**config.mk**
```make
export PLATFORM = sky130hd
export DESIGN_NAME = cmp_serial_nbit
export DESIGN_NICKNAME = d
export VERILOG_FILES = /design/src/rtl/cmp_serial_pkg.sv /design/src/rtl/sub_digit_cmp.sv /design/src/rtl/cmp_serial_nbit.sv
export SDC_FILE = /design/constraint.sdc
export NUM_CORES = 1
export LEC_CHECK = 0
export ABC_CLOCK_PERIOD_IN_PS = 2700
export BUFFER_PORTS_ARGS = -buffer_cell sky130_fd_sc_hd__buf_2
export CAP_MARGIN = 5
export CORE_MARGIN = 5
export CORE_UTILIZATION = 49
export DETAILED_ROUTE_END_ITERATION = 7
export PLACE_DENSITY = 0.84
export SKIP_LAST_GASP = 1
export SYNTH_ARGS = -nofsm -noshare
export SYNTH_HDL_FRONTEND = slang
export SYNTH_SLANG_ARGS = --single-unit
```
**constraint.sdc**
```tcl
create_clock -name clk -period 2.7 [get_ports clk]
set_input_delay 0.54 -clock clk [delete_from_list [all_inputs] [get_ports clk]]
set_output_delay 0.54 -clock clk [all_outputs]
set_load 0.01 [all_outputs]
```
**src/rtl/cmp_serial_pkg.sv**
```systemverilog
// Shared types and helpers for the bit-serial comparator.
//   cmp_op_e  : relational op encoding (6 and 7 are reserved and yield 0)
//   state_e   : controller states
//   num_passes: cycles needed to sweep a WIDTH-bit operand DIGIT bits at a time
//   cnt_width : pass-counter width, never below 1 bit
package cmp_serial_pkg;

  typedef enum logic [2:0] {
    CMP_LT = 3'd0,
    CMP_LE = 3'd1,
    CMP_GT = 3'd2,
    CMP_GE = 3'd3,
    CMP_EQ = 3'd4,
    CMP_NE = 3'd5
  } cmp_op_e;

  typedef enum logic [1:0] {
    StIdle = 2'd0,
    StRun  = 2'd1,
    StDone = 2'd2
  } state_e;

  function automatic int unsigned num_passes(input int unsigned width, input int unsigned digit);
    return width / digit;
  endfunction

  function automatic int unsigned cnt_width(input int unsigned n);
    return (n > 1) ? $clog2(n) : 1;
  endfunction

endpackage

```
**src/rtl/sub_digit_cmp.sv**
```systemverilog
// One DIGIT-bit slice of the serial subtract-with-borrow chain.
//   a_i, b_i     : operand slices
//   borrow_i     : borrow from less-significant slices
//   borrow_o     : borrow out of (a - b - borrow_i)
//   slice_eq_o   : slices are bit-identical
module sub_digit_cmp #(
  parameter int unsigned DIGIT = 1
) (
  input  logic [DIGIT-1:0] a_i,
  input  logic [DIGIT-1:0] b_i,
  input  logic             borrow_i,
  output logic             borrow_o,
  output logic             slice_eq_o
);

  // a - b - bin underflows exactly when a < b, or a == b with an incoming borrow.
  always_comb begin
    slice_eq_o = (a_i == b_i);
    borrow_o   = (a_i < b_i) || (slice_eq_o && borrow_i);
  end

endmodule

```
**src/rtl/cmp_serial_nbit.sv**
```systemverilog
// Sequential WIDTH-bit comparator: LSB-first, DIGIT bits per cycle, through a
// borrow/equality chain. Valid/ready handshake on input and output.
//   clk, rst            : clock, asynchronous active-high reset
//   in_valid, in_ready  : operand handshake (ready only while idle)
//   A, B, op, is_signed : operands, relational op, signedness
//   out_valid, out_ready: result handshake (result held until taken)
//   Y                   : registered result of (A op B)
//   Z                   : only with CMP_SERIAL_MINMAX_EN defined; Y ? A : B
module cmp_serial_nbit
  import cmp_serial_pkg::*;
#(
  parameter int unsigned WIDTH = 32,
  parameter int unsigned DIGIT = 1
) (
  input  logic             clk,
  input  logic             rst,
  input  logic             in_valid,
  output logic             in_ready,
  input  logic [WIDTH-1:0] A,
  input  logic [WIDTH-1:0] B,
  input  logic [2:0]       op,
  input  logic             is_signed,
  output logic             out_valid,
  input  logic             out_ready,
  output logic             Y
`ifdef CMP_SERIAL_MINMAX_EN
  ,
  output logic [WIDTH-1:0] Z
`endif
);

  localparam int unsigned N    = num_passes(WIDTH, DIGIT);
  localparam int unsigned CntW = cnt_width(N);

  if ((WIDTH < 2) || (DIGIT < 1) || ((WIDTH % DIGIT) != 0)) begin : g_bad_cfg
    $error("cmp_serial_nbit: WIDTH must be >= 2 and a multiple of DIGIT");
  end

  state_e            state_q, state_d;
  logic [WIDTH-1:0]  a_q, b_q;
  cmp_op_e           op_q;
  logic              signed_q;
  logic              borrow_q, eq_q;
  logic [CntW-1:0]   cnt_q;
  logic              y_q;

  logic              borrow_nxt, slice_eq, eq_nxt, lt, y_nxt, last_pass;
  logic              a_sign, b_sign;

  sub_digit_cmp #(
    .DIGIT(DIGIT)
  ) u_slice (
    .a_i       (a_q[DIGIT-1:0]),
    .b_i       (b_q[DIGIT-1:0]),
    .borrow_i  (borrow_q),
    .borrow_o  (borrow_nxt),
    .slice_eq_o(slice_eq)
  );

  assign last_pass = (cnt_q == CntW'(N - 1));

  // On the last pass the low slice holds the original MSB digit, so the sign
  // bits are read from there.
  always_comb begin
    eq_nxt = eq_q & slice_eq;
    a_sign = a_q[DIGIT-1];
    b_sign = b_q[DIGIT-1];
    lt     = (signed_q && (a_sign != b_sign)) ? a_sign : borrow_nxt;
    case (op_q)
      CMP_LT:  y_nxt = lt;
      CMP_LE:  y_nxt = lt | eq_nxt;
      CMP_GT:  y_nxt = ~(lt | eq_nxt);
      CMP_GE:  y_nxt = ~lt;
      CMP_EQ:  y_nxt = eq_nxt;
      CMP_NE:  y_nxt = ~eq_nxt;
      default: y_nxt = 1'b0;
    endcase
  end

  // State register
  always_ff @(posedge clk or posedge rst) begin
    if (rst) begin
      state_q <= StIdle;
    end else begin
      state_q <= state_d;
    end
  end

  // Next-state logic
  always_comb begin
    state_d = state_q;
    unique case (state_q)
      StIdle:  if (in_valid) state_d = StRun;
      StRun:   if (last_pass) state_d = StDone;
      StDone:  if (out_ready) state_d = StIdle;
      default: state_d = StIdle;
    endcase
  end

  // Outputs decode from state only
  always_comb begin
    in_ready  = (state_q == StIdle);
    out_valid = (state_q == StDone);
  end

  // Datapath. Operands rotate right each pass; after N passes they are back
  // in their original positions.
  always_ff @(posedge clk or posedge rst) begin
    if (rst) begin
      a_q      <= '0;
      b_q      <= '0;
      op_q     <= CMP_LT;
      signed_q <= 1'b0;
      borrow_q <= 1'b0;
      eq_q     <= 1'b1;
      cnt_q    <= '0;
      y_q      <= 1'b0;
    end else begin
      unique case (state_q)
        StIdle: begin
          if (in_valid) begin
            a_q      <= A;
            b_q      <= B;
            op_q     <= cmp_op_e'(op);
            signed_q <= is_signed;
            borrow_q <= 1'b0;
            eq_q     <= 1'b1;
            cnt_q    <= '0;
          end
        end
        StRun: begin
          borrow_q <= borrow_nxt;
          eq_q     <= eq_nxt;
          a_q      <= (a_q >> DIGIT) | (a_q << (WIDTH - DIGIT));
          b_q      <= (b_q >> DIGIT) | (b_q << (WIDTH - DIGIT));
          cnt_q    <= cnt_q + CntW'(1);
          if (last_pass) y_q <= y_nxt;
        end
        default: ;
      endcase
    end
  end

  assign Y = y_q;

`ifdef CMP_SERIAL_MINMAX_EN
  assign Z = out_valid ? (y_q ? a_q : b_q) : '0;
`endif

endmodule
```
==> results of run 1 <==
==> placed cells by master, fill, tap and decap left out, types with 2 or more instances in the layout <==
cell,instances
nand2_1,73
mux2_1,3
mux2i_1,64
ha_1,3
clkbuf_8,9
inv_1,5
o21ai_1,71
inv_6,2
dfrtp_1,77
clkinvlp_4,4
nor2b_1,2
buf_2,74
a21oi_1,5
buf_4,7
nor2_1,4
nand2b_1,3
==> layer usage <==
layer,part of all wire (%),GRT usage (%),routed length (um)
met1,46,21.2,3330
met2,47,24.7,3410
met3,5.3,4.24,387
met4,1.5,6.16,111
met5,0,0,0
==> sequential cells by signal, indices dropped and copies added (netlist names), 2 cells and up <==
signal / count
state_q: 2
b_q: 32
cnt_q: 5
a_q: 32
op_q: 3
==> worst max-delay path, delay by kind of cell, from the launching register on <==
| kind | cells | cell delay [ps] |
|---|---|---|
| AOI/OAI and AO/OA | 1 | 80 |
| buffers and inverters | 1 | 570 |
| DFF | 1 | 480 |
| muxes | 1 | 300 |
| and+or+nand+nor | 1 | 290 |
==> layout make-up <==
cell class                      count  area (sq um)
Clock inverter                      7          56.3
Sequential cell                    78          1950
Fill cell                         677          3030
Timing Repair Buffer               82           443
Tap cell                           99           124
Clock buffer                        9           124
Inverter                            6          23.8
Multi-Input combinational cell    242          1540
==> cells by family (layout without fill, tap and decap cells) <==
| family | Yosys count | in the layout | synth area share, % |
|---|---|---|---|
| AO/OA/AOI/OAI | 84 | 84 | 12.2 |
| XOR/XNOR | 2 | 2 | 0.476 |
| adder cells (fa/ha/maj) | 3 | 3 | 1.02 |
| buffers and inverters | 30 | 104 | 5.34 |
| flip-flops | 78 | 78 | 53.1 |
| multiplexers | 67 | 67 | 18.3 |
| AND/OR/NAND/NOR | 86 | 86 | 9.53 |
==> power by group through the flow <==
stage	Sequential (W)	Clock [W]	Combinational, W
after global routing	0.00186	0.000877	0.00173
after CTS	0.00181	0.000820	0.00153
after detailed placement	0.00183	0	0.00153
final	0.00181	0.000793	0.00151
after global placement	0.00181	0	0.00145
after floorplan	0.00176	0	0.00129
==> per-stage QoR <==
step                      hold slack, ps  worst slack (ps)
after detailed placement             475               743
final                                277               868
after CTS                            300               854
after floorplan                      455               167
after global routing                 337               749
after global placement               466               825
==> worst paths after layout <==
kind                       slack, ps                      to
min                              280  state_q[1]$_DFFE_PP0P_
min in group clk                 400     op_q[1]$_DFFE_PP0P_
max                              870     b_q[13]$_DFFE_PP0P_
max reg2reg                      870     b_q[13]$_DFFE_PP0P_
min reg2reg                      480      b_q[0]$_DFFE_PP0P_
max in group asynchronous       1690      b_q[1]$_DFFE_PP0P_
==> metrics.md, run 1 <==
| Metric | Value |
|---|---|
| CP max-delay cell | `buf_4` |
| Worst min path class | `in -> async` |
| RSZ-0062 raised after global routing | `false` |
| Flop pwr share | `44.0%` |
| Post-synth net total | `425` |
| Fin. Hold Viols | `0` |
| Final setup violation count | `0` |
| Max incr delay on CP | `570 ps` |
| Clock buffer depth | `2` |
| Clk pwr share | `19.3%` |
| Cells after Synth | `350` |
| Crit-path cells | `nor3b_4 -> buf_4 -> mux2i_1 -> o21ai_1` |
| Share of cells above drive strength 1 | `24.1%` |
| Synth area leaders | `dfrtp_1 (52%), mux2i_1 (17%), o21ai_1 (9.7%), nand2_1 (7.5%), buf_8 (2.0%)` |
| Post-route ant nets | `0` |
| Static leakage | `1.87 nW` |
| Die X | `96.6 um` |
| Critical Path Start | `state_q[1]$_DFFE_PP0P_` |
| Final WL | `7.24 mm` |
| DR vias/cell | `5.07` |
| Synth Flop Type | `dfrtp_1` |
| Port bufs | `74` |
| 1st-pass router iterations | `4` |
| Setup TNS | `0 ps` |
| Post-CTS Resized | `0` |
| Switching Fraction | `38.0%` |
| Nets | `494` |
| Detailed placer's ending HPWL | `5.25 mm` |
| Final Cycle Share | `67.8%` |
| Final Wtd Congestion | `0.804` |
| Max Cap Viol | `0` |
| Flip-flop and latch count after synthesis | `78` |
| EDFF count, synth | `0` |
| GRT overflow | `0` |
| Clk pin slew, worst setup/hold paths | `90 ps` |
| Clock latency on the worst-skew pair | `340 ps` |
| Fin cells | `523` |
| Warnings, synthesis | `0` |
| R2r worst-path depth | `4` |
| Residual DRC count | `0` |
| CP Max Fanout | `38` |
| Sw Pwr | `0.00156 W` |
| Crit. End Element | `flop` |
| Post-synth top cells | `dfrtp_1 (77), nand2_1 (73), o21ai_1 (71)` |
| N_diodes | `0` |
| Setup Skew | `12.5 ps` |
| Via count | `2654` |
| Post-synth top area share | `52.4%` |
| Total Power | `0.00411 W` |
| Critical path required time | `2930 ps` |
| Post-route cell area | `4270 sq um` |
| Post-DP Area | `4090 sq um` |
| Worst VDD drop | `439 uV` |
| Internal power | `0.00255 W` |
| Synth unique cells | `31` |
| H-tree lvl count | `3` |
| CTS root buffer | `clkbuf_8` |
| Slew headroom | `53.3%` |
| WP data arrival | `2060 ps` |
| Inserted Clock Buffers | `9` |
| Achievable clock frequency | `546 MHz` |
| Die height | `96.6 um` |
| Logic pwr share | `36.8%` |
| DR iter-0 viols | `96` |
| Routed WL per cell | `13.8 um` |
| Tot GR Track Use | `15.9%` |
| Power Density | `963 nW/um^2` |
| Yosys top cell by area | `dfrtp_1` |
| Row count | `31` |
| Boundary Pins | `75` |
| Reg2reg start | `state_q[1]$_DFFE_PP0P_` |
| Most common cell in the netlist | `dfrtp_1` |
| Vias in the first global route | `2649` |
| Seq/Total Area, Yosys | `53.1%` |
| Worst setup SP type | `flop` |
| CTS Sinks | `78` |
| Final core utilization | `58.5%` |
| Post-route minimum period | `1830 ps` |
| CTS Hold Bufs | `0` |
| Kind of critical path | `reg -> reg` |
| Core area | `7290 sq um` |
| Pin count of the biggest net entering global routing | `43` |
| Status | `finished clean` |
| Starting density of the core | `50.4%` |
| Final slew viol count | `0` |
| Die ar. | `9340 sq um` |
| Share of synthesized flip-flops with an asynchronous set or reset | `100%` |
| Post-Syn Area | `3680 sq um` |
| First-pass GRT wire length | `12.4 mm` |
| Placed cells | `507` |
| # Post-CTS Setup Buffers | `0` |
| Layout area overhead | `16.0%` |
| Initial antenna violation count | `0` |
| Synthesized area per cell | `10.5 sq um` |
| Measured slew at the worst slew-check pin | `699 ps` |
| TritonCTS clock tree | `done` |
(Power assumes the default switching activity.)
==> inputs of run 2 (changes only) <==
- ABC_CLOCK_PERIOD_IN_PS: 2700 -> 1900
- CORE_UTILIZATION: 49 -> 50
- PLACE_DENSITY: 0.84 -> 0.83
- clock period: 2.7 -> 1.9 ns (I/O delays scaled with it)
==> run 2 against run 1 <==
Sequential power grew 42%. Setup slack lost 580 ps. Wire length shrank 4.2%. Die area shrank 1.8%. Critical path type unchanged. Largest power group unchanged. Highest routed layer unchanged.
==> metrics.md, run 2 (synthesis results as in run 1) <==
| Metric | Value |
|---|---|
| Fin cells | `522 (was 523)` |
| Clock latency on the worst-skew pair | `340 ps (about the same)` |
| Clk pin slew, worst setup/hold paths | `80 ps (was 90 ps)` |
| Final core utilization | `60.2% (was 58.5%)` |
| Final setup violation count | `0 (unchanged)` |
| Nets | `493 (was 494)` |
| Vias in the first global route | `2644 (was 2649)` |
| First-pass GRT wire length | `11.8 mm (was 12.4 mm)` |
| CP Max Fanout | `38 (unchanged)` |
| Via count | `2654 (unchanged)` |
| Tot GR Track Use | `16.3% (was 15.9%)` |
| GRT overflow | `0 (unchanged)` |
| Status | `finished clean (unchanged)` |
| Detailed placer's ending HPWL | `4.90 mm (was 5.25 mm)` |
| Kind of critical path | `reg -> reg (unchanged)` |
| RSZ-0062 raised after global routing | `false (unchanged)` |
| CTS Hold Bufs | `0 (unchanged)` |
| N_diodes | `0 (unchanged)` |
| Largest delay share family, worst path | `flip-flops (was buffers and inverters)` |
| Crit-path cells | `nor3b_4 -> buf_12 -> buf_12 -> mux2i_1 -> o21ai_1 (was nor3b_4 -> buf_4 -> mux2i_1 -> o21ai_1)` |
| DR iter-0 viols | `94 (was 96)` |
| Die height | `95.8 um (was 96.6 um)` |
| Clock buffer depth | `2 (unchanged)` |
| Worst min path class | `in -> async (unchanged)` |
| Row count | `31 (unchanged)` |
| DR vias/cell | `5.08 (was 5.07)` |
| Boundary Pins | `75 (unchanged)` |
| WP data arrival | `1820 ps (was 2060 ps)` |
| Switching Fraction | `35.6% (was 38.0%)` |
| Final Wtd Congestion | `0.744 (was 0.804)` |
| Measured slew at the worst slew-check pin | `408 ps (was 699 ps)` |
| Setup TNS | `0 ps (unchanged)` |
| Most used cell along the critical path | `buf_12` |
| Sw Pwr | `0.00217 W (was 0.00156 W)` |
| Critical path buffers and inverters | `2 (was 1)` |
| Core area | `7210 sq um (was 7290 sq um)` |
| Layout area overhead | `18.1% (was 16.0%)` |
| Starting density of the core | `51.0% (was 50.4%)` |
| Initial antenna violation count | `0 (unchanged)` |
| Power Density | `1400 nW/um^2 (was 963 nW/um^2)` |
| Largest regs | `a_q: 32 flops, b_q: 32 flops, cnt_q: 5 flops (unchanged)` |
| CTS Sinks | `78 (unchanged)` |
| Worst setup SP type | `flop (unchanged)` |
| Die ar. | `9170 sq um (was 9340 sq um)` |
| Post-route minimum period | `1610 ps (was 1830 ps)` |
| Static leakage | `1.90 nW (was 1.87 nW)` |
| Routed WL per cell | `13.3 um (was 13.8 um)` |
| CP max-delay cell | `dfrtp_1 (was buf_4)` |
| Clk pwr share | `21.8% (was 19.3%)` |
| Die X | `95.8 um (was 96.6 um)` |
| Final slew viol count | `0 (unchanged)` |
| Fin. Hold Viols | `0 (unchanged)` |
| Post-route cell area | `4340 sq um (was 4270 sq um)` |
| Most frequent cells in the layout | `dfrtp_1 (77), buf_2 (74), nand2_1 (73), o21ai_1 (71), mux2i_1 (64) (unchanged)` |
| Logic pwr share | `36.0% (was 36.8%)` |
| Internal power | `0.00392 W (was 0.00255 W)` |
| Critical path required time | `2110 ps (was 2930 ps)` |
| 1st-pass router iterations | `4 (unchanged)` |
| Inserted Clock Buffers | `9 (unchanged)` |
| Max incr delay on CP | `460 ps (was 570 ps)` |
| Pin count of the biggest net entering global routing | `96 (was 43)` |
| Final WL | `6.94 mm (was 7.24 mm)` |
| H-tree lvl count | `3 (unchanged)` |
| Crit. End Element | `flop (unchanged)` |
| Slew headroom | `72.8% (was 53.3%)` |
| Max Cap Viol | `0 (unchanged)` |
| Share of cells above drive strength 1 | `23.6% (was 24.1%)` |
| Achievable clock frequency | `621 MHz (was 546 MHz)` |
| Post-CTS Resized | `0 (unchanged)` |
| Setup Skew | `8.89 ps (was 12.5 ps)` |
| Worst VDD drop | `738 uV (was 439 uV)` |
| Port bufs | `74 (unchanged)` |
| Placed cells | `506 (was 507)` |
| Commonest non-fill, non-tap cell in the layout | `dfrtp_1 (unchanged)` |
| Post-route ant nets | `0 (unchanged)` |
| Flop pwr share | `42.2% (was 44.0%)` |
| Post-DP Area | `4130 sq um (was 4090 sq um)` |
| TritonCTS clock tree | `done (unchanged)` |
| Final Cycle Share | `84.8% (was 67.8%)` |
| Residual DRC count | `0 (unchanged)` |
| CTS root buffer | `clkbuf_8 (unchanged)` |
| # Post-CTS Setup Buffers | `0 (unchanged)` |
==> run 2: changes by cell type in the layout (fill, tap and decap cells not counted), sizes merged <==
| cell | change |
|---|---|
| buf | -1 |
| clkbuf | +1 |
| bufinv | +2 |
| inv | -2 |
| clkinvlp | -2 |
| clkinv | +1 |
==> run 2: area by class of cell <==
class / instances / area, sq um
fill: 628 / 2870
sequential: 78 / 1950
multi-input combinational: 242 / 1540
timing repair buffer: 81 / 485
clock buffer: 10 / 128
tap: 99 / 124
clock inverter: 6 / 86.3
inverter: 6 / 26.3
==> run 2: worst register-to-register path, cell delays in order (launching register included) <==
cell	delay, ps
dfrtp_1	460
nor3b_4	260
buf_12	170
buf_12	260
mux2i_1	260
o21ai_1	80
==> run 2: through the flow <==
stage,hold slack (ps),setup WS [ps],power (W)
2_1_floorplan,455,547,0.00434
3_3_place_gp,466,359,0.00468
3_5_place_dp,468,278,0.00483
4_1_cts,156,266,0.00617
5_1_grt,183,166,0.00659
6_report,131,289,0.00609
==> run 2: worst paths after layout <==
kind,start,endpoint,slack [ps],cells after the start
setup / recovery,state_q[1]$_DFFE_PP0P_,b_q[27]$_DFFE_PP0P_,290,5
hold / removal,rst,b_q[25]$_DFFE_PP0P_,130,3
setup reg to reg,state_q[1]$_DFFE_PP0P_,b_q[27]$_DFFE_PP0P_,290,5
hold reg to reg,b_q[4]$_DFFE_PP0P_,b_q[3]$_DFFE_PP0P_,490,2
max in group asynchronous,rst,eq_q$_DFFE_PP1P_,1410,3
min in group clk,op[0],op_q[0]$_DFFE_PP0P_,250,2
==> run 2: layer usage <==
layer / track usage, % / share of wire (%) / vias to the layer above / routed length [um]
met3: 4.07 / 6.3 / 5 / 440
met2: 26.8 / 48 / 57 / 3350
met5: 0 / 0 / - / 0
met1: 21.1 / 44 / 1255 / 3080
li1: - / - / 1337 / -
met4: 5.69 / 0.94 / 0 / 65
==> run 2: power groups by stage <==
stage	clock (W)	combinational (W)	sequential, W
6_report	0.00132	0.00220	0.00257
2_1_floorplan	0	0.00184	0.00250
3_3_place_gp	0	0.00211	0.00257
5_1_grt	0.00142	0.00253	0.00265
3_5_place_dp	0	0.00223	0.00260
4_1_cts	0.00136	0.00224	0.00257
